[config.mk]
export PLATFORM = sky130hd
export DESIGN_NAME = tx_queue_cw_sched
export DESIGN_NICKNAME = d
export VERILOG_FILES = /design/src/rtl/tx_queue_cw_sched.sv
export SDC_FILE = /design/constraint.sdc
export NUM_CORES = 1
export LEC_CHECK = 0
export ABC_AREA = 1
export BUFFER_PORTS_ARGS = -buffer_cell sky130_fd_sc_hd__buf_2
export CORE_UTILIZATION = 52
export DETAILED_ROUTE_END_ITERATION = 8
export GPL_ROUTABILITY_DRIVEN = 0
export PLACE_DENSITY = 0.8
export SYNTH_ARGS = -nofsm -noshare
export SYNTH_HDL_FRONTEND = slang
export SYNTH_SLANG_ARGS = --single-unit
[constraint.sdc]
create_clock -name clk -period 3.33 [get_ports clk]
set_clock_uncertainty 0.05 [all_clocks]
set_input_delay 0.4995 -clock clk [delete_from_list [all_inputs] [get_ports clk]]
set_output_delay 0.4995 -clock clk [all_outputs]
set_load 0.01 [all_outputs]
[src/rtl/tx_queue_cw_sched.sv]
// Round-robin transmit-queue scheduler in front of the CSMA/CA backoff engine:
// picks a queue, supplies its contention-window exponent, launches TX, handles ACK/retry/drop.
module tx_queue_cw_sched #(
    parameter int NUM_QUEUE  = 4,
    parameter int TX_TIMEOUT = 20000,
    localparam int QW        = $clog2(NUM_QUEUE)
) (
    input  logic                   clk,
    input  logic                   rst,
    input  logic [NUM_QUEUE-1:0]   queue_req,
    input  logic [4*NUM_QUEUE-1:0] cw_min_exp,
    input  logic [4*NUM_QUEUE-1:0] cw_max_exp,
    input  logic [3:0]             retry_limit,
    input  logic                   tx_allowed,
    input  logic                   tx_done,
    input  logic                   tx_ack_ok,
    output logic                   backoff_start,
    output logic [3:0]             cw_exp,
    output logic                   tx_start,
    output logic [QW-1:0]          tx_queue_idx,
    output logic                   queue_pop,
    output logic                   queue_drop,
    output logic                   tx_timeout,
    output logic [3:0]             retry_cnt,
    output logic                   busy
);

    typedef enum logic [1:0] {S_IDLE, S_ARB, S_BACKOFF, S_TX} state_t;

    state_t         r_state, w_state_nxt;
    logic [3:0]     r_retry [NUM_QUEUE];
    logic [3:0]     w_retry_nxt [NUM_QUEUE];
    logic [QW-1:0]  r_rr_ptr, w_rr_nxt;
    logic [QW-1:0]  r_sel, w_sel_nxt;
    logic [3:0]     r_cw_exp, w_cw_nxt;
    logic [3:0]     r_retry_cnt, w_rc_nxt;
    logic [15:0]    r_wd, w_wd_nxt;
    logic           r_bo_first, w_bo_first_nxt;
    logic           r_backoff_start, w_bs_nxt;
    logic           r_tx_start, w_ts_nxt;
    logic           r_pop, w_pop_nxt;
    logic           r_drop, w_drop_nxt;
    logic           r_timeout, w_to_nxt;
    logic           r_busy;

    logic           w_arb_found;
    logic [QW-1:0]  w_arb_sel;
    logic [QW-1:0]  w_idx;
    logic [3:0]     w_min, w_max, w_cw;
    logic [4:0]     w_sum;
    logic [3:0]     w_sel_retry;
    logic           w_expire;

    always_comb begin
        w_arb_found = 1'b0;
        w_arb_sel   = '0;
        w_idx       = '0;
        for (int i = 0; i < NUM_QUEUE; i++) begin
            w_idx = r_rr_ptr + QW'(i);
            if (!w_arb_found && queue_req[w_idx]) begin
                w_arb_found = 1'b1;
                w_arb_sel   = w_idx;
            end
        end
    end

    // Sum in 5 bits so min+retry cannot wrap before the clamp; min>max clamps to max.
    always_comb begin
        w_min = cw_min_exp[4*w_arb_sel +: 4];
        w_max = cw_max_exp[4*w_arb_sel +: 4];
        w_sum = {1'b0, w_min} + {1'b0, r_retry[w_arb_sel]};
        w_cw  = (w_sum > {1'b0, w_max}) ? w_max : w_sum[3:0];
    end

    assign w_sel_retry = r_retry[r_sel];
    assign w_expire    = (r_wd == 16'(TX_TIMEOUT - 1));

    always_comb begin
        w_state_nxt    = r_state;
        w_retry_nxt    = r_retry;
        w_rr_nxt       = r_rr_ptr;
        w_sel_nxt      = r_sel;
        w_cw_nxt       = r_cw_exp;
        w_rc_nxt       = r_retry_cnt;
        w_wd_nxt       = r_wd;
        w_bo_first_nxt = 1'b0;
        w_bs_nxt       = 1'b0;
        w_ts_nxt       = 1'b0;
        w_pop_nxt      = 1'b0;
        w_drop_nxt     = 1'b0;
        w_to_nxt       = 1'b0;
        case (r_state)
            S_IDLE: begin
                if (|queue_req) w_state_nxt = S_ARB;
            end
            S_ARB: begin
                if (!w_arb_found) begin
                    w_state_nxt = S_IDLE;
                end else begin
                    w_sel_nxt      = w_arb_sel;
                    w_cw_nxt       = w_cw;
                    w_rc_nxt       = r_retry[w_arb_sel];
                    w_bs_nxt       = 1'b1;
                    w_bo_first_nxt = 1'b1;
                    w_state_nxt    = S_BACKOFF;
                end
            end
            S_BACKOFF: begin
                // The engine is still loading cw_exp in the first cycle, so nothing is acted on yet.
                if (!r_bo_first) begin
                    if (!queue_req[r_sel]) begin
                        w_state_nxt = S_IDLE;
                    end else if (tx_allowed) begin
                        w_ts_nxt    = 1'b1;
                        w_wd_nxt    = '0;
                        w_state_nxt = S_TX;
                    end
                end
            end
            S_TX: begin
                w_wd_nxt = r_wd + 16'd1;
                if (tx_done && tx_ack_ok) begin
                    w_pop_nxt          = 1'b1;
                    w_retry_nxt[r_sel] = '0;
                    w_rr_nxt           = r_sel + QW'(1);
                    w_state_nxt        = S_IDLE;
                end else if (tx_done || w_expire) begin
                    w_to_nxt    = !tx_done;
                    w_state_nxt = S_IDLE;
                    if (w_sel_retry >= retry_limit) begin
                        w_pop_nxt          = 1'b1;
                        w_drop_nxt         = 1'b1;
                        w_retry_nxt[r_sel] = '0;
                        w_rr_nxt           = r_sel + QW'(1);
                    end else begin
                        w_retry_nxt[r_sel] = w_sel_retry + 4'd1;
                    end
                end
            end
            default: w_state_nxt = S_IDLE;
        endcase
    end

    always_ff @(posedge clk or posedge rst) begin
        if (rst) begin
            r_state         <= S_IDLE;
            for (int q = 0; q < NUM_QUEUE; q++) r_retry[q] <= '0;
            r_rr_ptr        <= '0;
            r_sel           <= '0;
            r_cw_exp        <= '0;
            r_retry_cnt     <= '0;
            r_wd            <= '0;
            r_bo_first      <= 1'b0;
            r_backoff_start <= 1'b0;
            r_tx_start      <= 1'b0;
            r_pop           <= 1'b0;
            r_drop          <= 1'b0;
            r_timeout       <= 1'b0;
            r_busy          <= 1'b0;
        end else begin
            r_state         <= w_state_nxt;
            r_retry         <= w_retry_nxt;
            r_rr_ptr        <= w_rr_nxt;
            r_sel           <= w_sel_nxt;
            r_cw_exp        <= w_cw_nxt;
            r_retry_cnt     <= w_rc_nxt;
            r_wd            <= w_wd_nxt;
            r_bo_first      <= w_bo_first_nxt;
            r_backoff_start <= w_bs_nxt;
            r_tx_start      <= w_ts_nxt;
            r_pop           <= w_pop_nxt;
            r_drop          <= w_drop_nxt;
            r_timeout       <= w_to_nxt;
            r_busy          <= (w_state_nxt != S_IDLE);
        end
    end

    assign backoff_start = r_backoff_start;
    assign cw_exp        = r_cw_exp;
    assign tx_start      = r_tx_start;
    assign tx_queue_idx  = r_sel;
    assign queue_pop     = r_pop;
    assign queue_drop    = r_drop;
    assign tx_timeout    = r_timeout;
    assign retry_cnt     = r_retry_cnt;
    assign busy          = r_busy;

endmodule
== Word level (Yosys, flattened, before mapping) ==
Cells that the tools add are included.

* Output and inout port bits: 16
* Register bits: 52
* Logic and storage cells: 127
* Input bits: 45

* Shift-type cells: 2
* Reductions and logical operators: 20
* $lt $le $gt $ge: 10
* Bitwise gates (word level): 4
* Multiplexer cells: 61
* Equal/unequal tests: 7
* $add $sub $neg: 7

{| class="wikitable"
|+ Operator list
! cell !! number
|-
| two-way mux 16 bit || 6
|-
| one-hot mux 16 bit (2 select lines) || 1
|-
| variable part select 16 x 5 -> 4 bit || 2
|-
| two-way mux 2 bit || 14
|-
| two-way mux 1 bit || 24
|-
| two-way mux 4 bit || 6
|-
| adder 16 x 1 -> 16 bit (second input constant) || 1
|-
| AND 16 bit || 1
|-
| binary-select mux 4 bit (select 2 bit) || 2
|-
| bitwise mux 16 bit || 1
|-
| == test 16 x 15 -> 1 bit (second input constant) || 1
|-
| NOT 16 bit || 1
|-
| less-than comparator 2 x 3 -> 1 bit (second input constant) || 5
|-
| binary-select mux 1 bit (select 2 bit) || 5
|-
| demux 4 bit (select 2 bit) || 1
|-
| one-hot mux 2 bit (4 select lines) || 1
|-
| nonzero test 2 bit || 4
|-
| greater-or-equal comparator 3 bit (second input constant) || 2
|-
| != test 2 bit (second input constant) || 3
|-
| NOT 2 -> 3 bit || 2
|-
| adder 4 x 4 -> 5 bit || 1
|-
| greater-than comparator 5 x 4 -> 1 bit || 1
|-
| logical AND 1 bit || 5
|-
| adder 2 x 1 -> 2 bit (second input constant) || 2
|-
| 13 further kinds || 19
|}

== Longest topological paths before layout ==
* Depth after elaboration: 19
* Depth in mapped cells: 28

== Least setup slack after synthesis ==
OpenSTA, ideal clock, no wires.

* Path kind: input port to flip-flop
* From: input queue_req[2]
* To: register r_cw_exp[0], in the netlist cw_exp[0]
* Path buffers: 1
* Data arrival time: 3,331 ps
* Cell stages on the path: 24
* Data required time: 3,164 ps
* Path slack: -168 ps
* Cells stage by stage: inv_1 nand2_2 nand3_1 nand2_1 nand2_4 nand2_2 nand2_4 nand3_4 buf_2 nand2_1 nand3_1 and2_1 ha_1 fa_1 xor2_1 ha_1 nand2_1 o21ai_0 o21ai_0 nand3_1 o21ai_0 inv_1 nand2_1 nand2_1

* Longest elaborated chain between the ends: 19
* Elaborated cells between the ends (all ways): 32

{| class="wikitable"
|+ Ends and longest elaborated chain
! what !! line !! text
|-
| from (decl) || 10 || <nowiki>input logic [NUM_QUEUE-1:0] queue_req,</nowiki>
|-
| branches (longest 19 deep; another with binary-select mux 1 bit (select 2 bit)) || -- ||
|-
| to (signal assigned) || 165 || <nowiki>r_cw_exp <= w_cw_nxt;</nowiki>
|-
| to (decl) || 35 || <nowiki>logic [3:0] r_cw_exp, w_cw_nxt;</nowiki>
|}

Parallel ways; which one is timed is not known. The select of a mux whose other input is x is not followed.
A chain may end at the register's enable or synchronous reset.

== Final worst setup path ==
* From: register r_rr_ptr[0]
* To: register r_cw_exp[2], in the netlist cw_exp[2]

* Longest elaborated chain between the ends: 19
* Elaborated cells between the ends (all ways): 35

{| class="wikitable"
|+ Ends and longest elaborated chain
! what !! line !! text
|-
| from (decl) || 33 || <nowiki>logic [QW-1:0] r_rr_ptr, w_rr_nxt;</nowiki>
|-
| from (signal assigned) || 163 || <nowiki>r_rr_ptr <= w_rr_nxt;</nowiki>
|-
| branches (longest 19 deep; another with adder 2 x 1 -> 2 bit) || -- ||
|}

Parallel ways; which one is timed is not known. The select of a mux whose other input is x is not followed.

==> impl_metrics.ini <==
[clocking]
clock_latency_ns = 0.32
cts_tree = yes
htreeDepth = 2
cts.sinks = 52
cts_buffers = 5
clock_path_buffers = 2
clk_pin_slew_worst_paths_ns = 0.10
clockRootBuffer = clkbuf_8

[synth]
synthArstFlopShare_pct = 100
synth_most_common_cell = nand2_1
netlist_instances = 545
ys_warn_count = 0
synth_area_leader_cell = dfrtp_1
syn_area_um2 = 3860
seq_area_frac_synth_pct = 33.7
synth.top_cell.area_share_pct = 33.7
synth_area_per_cell_um2 = 7.09
synth_commonest_cells = nand2_1 (145), nand3_1 (59), nor2_1 (59)
synthDistinctLibCells = 41
syn-num-nets = 609
yosys_register_bits = 52
synth_area_leaders = dfrtp_1 (34%), nand2_1 (14%), nand3_1 (7.6%)
synth_edf_count = 0
synth_ff_type = dfrtp_1

[critical_path]
end_kind = flop
regToRegEndpoint = cw_exp[2]
required_ns = 3.48
cpMostUsedCell = nand2_4
critPathKind = flop to flop
r2r_start = r_rr_ptr[0]
critPathSlowestCell = dfrtp_2
worst-r2r-setup-slack_ns = -0.51
start_kind = flop
reg2reg_depth = 26
slowest_delay_ns = 0.49
crit_arrival_ns = 4.00
crit_fanout = 6

[die]
coreArea_um2 = 7210
die_width_um = 88.2
die_y_um = 88.2
dieArea_um2 = 7780
ios = 61
rows = 31
start_util_pct = 53.6

[timing]
tightest_slew_ns = 1.09
setup_viol = 4
finalMaxSlewViolations = 0
worst_slack_ns = -0.511
slew_headroom_pct = 27.0
setup_tns_ns = -2.02
hold_viol = 0
rsz0062_at_grt = true
period_needed_ns = 3.84
fmaxAchievable_mhz = 260
finalCritPeriodShare_pct = 115

[layout]
n_fill_cell = 497
fin_util_pct = 72.0
fin_area_um2 = 5190
area_delta_synth_final_pct = 34.4
fin_cells = 756
drive_above_1_share_pct = 34.2
fin_nets = 720
diodes = 0
multi_input_area_um2 = 2560
register_area_um2 = 1300

[run_status]
status = finished with violations
violations = design-rule violations, negative setup slack

[drt]
dr.pass1.iters = 7
dr.first_iter.drc_count = 397
viasPerCell = 5.67
drt-total-wl_um = 12300
ant_nets = 0
num_vias = 4284
wire_per_inst_um = 16.2
drc = 2

[place]
placed_area_um2 = 4570
place_inst = 731
place.port_buffers = 60
dp_hpwl_um = 7720

[global_route]
grt_pass1_vias = 4018
grt_antenna_before_repair = 0
grt_pass1_wl_um = 18700
grt_overflow = 0
grt_usage_pct = 31.3
grt_start_max_net_pins = 53

[min_path]
hold_path_class = input port to async pin

[flow_run]
maxCapViolCount = 0
==> placed cells by master (no fill, tap or decap), types with 11 or more instances in the layout <==
cell type  count
inv_1         52
a21oi_1       18
nand4_1       11
nand3_1       44
nor2_1        56
nand2_1      126
ha_1          13
a31oi_1       12
nand2_2       18
nand3_2       13
buf_4         46
buf_2         60
dfrtp_1       50
o21ai_0       20
==> final cells by class <==
cell class                      instances  area share (%)
Clock inverter                          2           0.313
Tap cell                               99            2.38
Inverter                               65            5.03
Timing Repair Buffer                  118            16.6
Multi-Input combinational cell        414            49.2
Sequential cell                        52            25.1
Clock buffer                            6            1.40
==> worst max path at each step <==
stage,startpoint,to,depth (start not counted)
finish,r_rr_ptr[0],cw_exp[2],26
global route,r_rr_ptr[0],cw_exp[1],24
CTS,r_rr_ptr[0],cw_exp[1],27
detailed placement,queue_req[3],cw_exp[1],26
global placement,queue_req[3],cw_exp[3],24
floorplan,r_rr_ptr[0],cw_exp[0],26
==> repair_timing <==
item	CTS	global route
hold buffers	0	0
endpoints found under the setup margin	4	4
gates cloned	3	0
pin swaps	7	32
setup buffers	6	9
resized for setup	49	35
==> per-layer routing <==
| metal | global-route usage, % | vias to the layer above | wire length [µm] |
|---|---|---|---|
| met4 | 16.6 | 0 | 410 |
| li1 | - | 2013 | - |
| met1 | 37.7 | 1993 | 4820 |
| met2 | 52.7 | 235 | 6180 |
| met5 | 0 | - | 0 |
| met3 | 6.53 | 43 | 836 |
==> sequential cells by signal, indices dropped and copies added, names as in the netlist <==
name	flops
tx_timeout	1
r_state	2
retry_cnt	4
r_rr_ptr	2
busy	1
queue_drop	1
tx_queue_idx	2
queue_pop	1
r_wd	16
tx_start	1
backoff_start	1
r_retry	16
cw_exp	4
==> logic make-up (layout without fill, tap and decap cells) <==
family,after synthesis,count (layout),share of synthesized area (%)
buffers and inverters,79,191,9.00
AOI/OAI and AO/OA,86,86,14.3
and+or+nand+nor,303,303,35.3
xor gates and xnor gates,6,6,1.36
DFF,52,52,33.7
adders and majority gates,19,19,6.35
==> metrics by stage <==
step | hold WS, ns | worst slack, ns
6_report | 0.396 | -0.511
4_1_cts | 0.377 | -0.256
3_5_place_dp | 0.420 | -0.404
2_1_floorplan | 0.421 | -0.0674
5_1_grt | 0.399 | -0.750
3_3_place_gp | 0.412 | -0.262
==> critical path, delay by kind of cell (launching register included) <==
family / cells / cell delay [ns]
fa+ha+maj: 3 / 0.90
simple gates: 16 / 1.26
flops: 1 / 0.49
buf+inv: 4 / 0.57
compound gates: 2 / 0.21
xor+xnor: 1 / 0.20
Power is left out: the tool's default activity adds up to more than one toggle a clock period on the data nets, which glitch-free logic cannot reach.
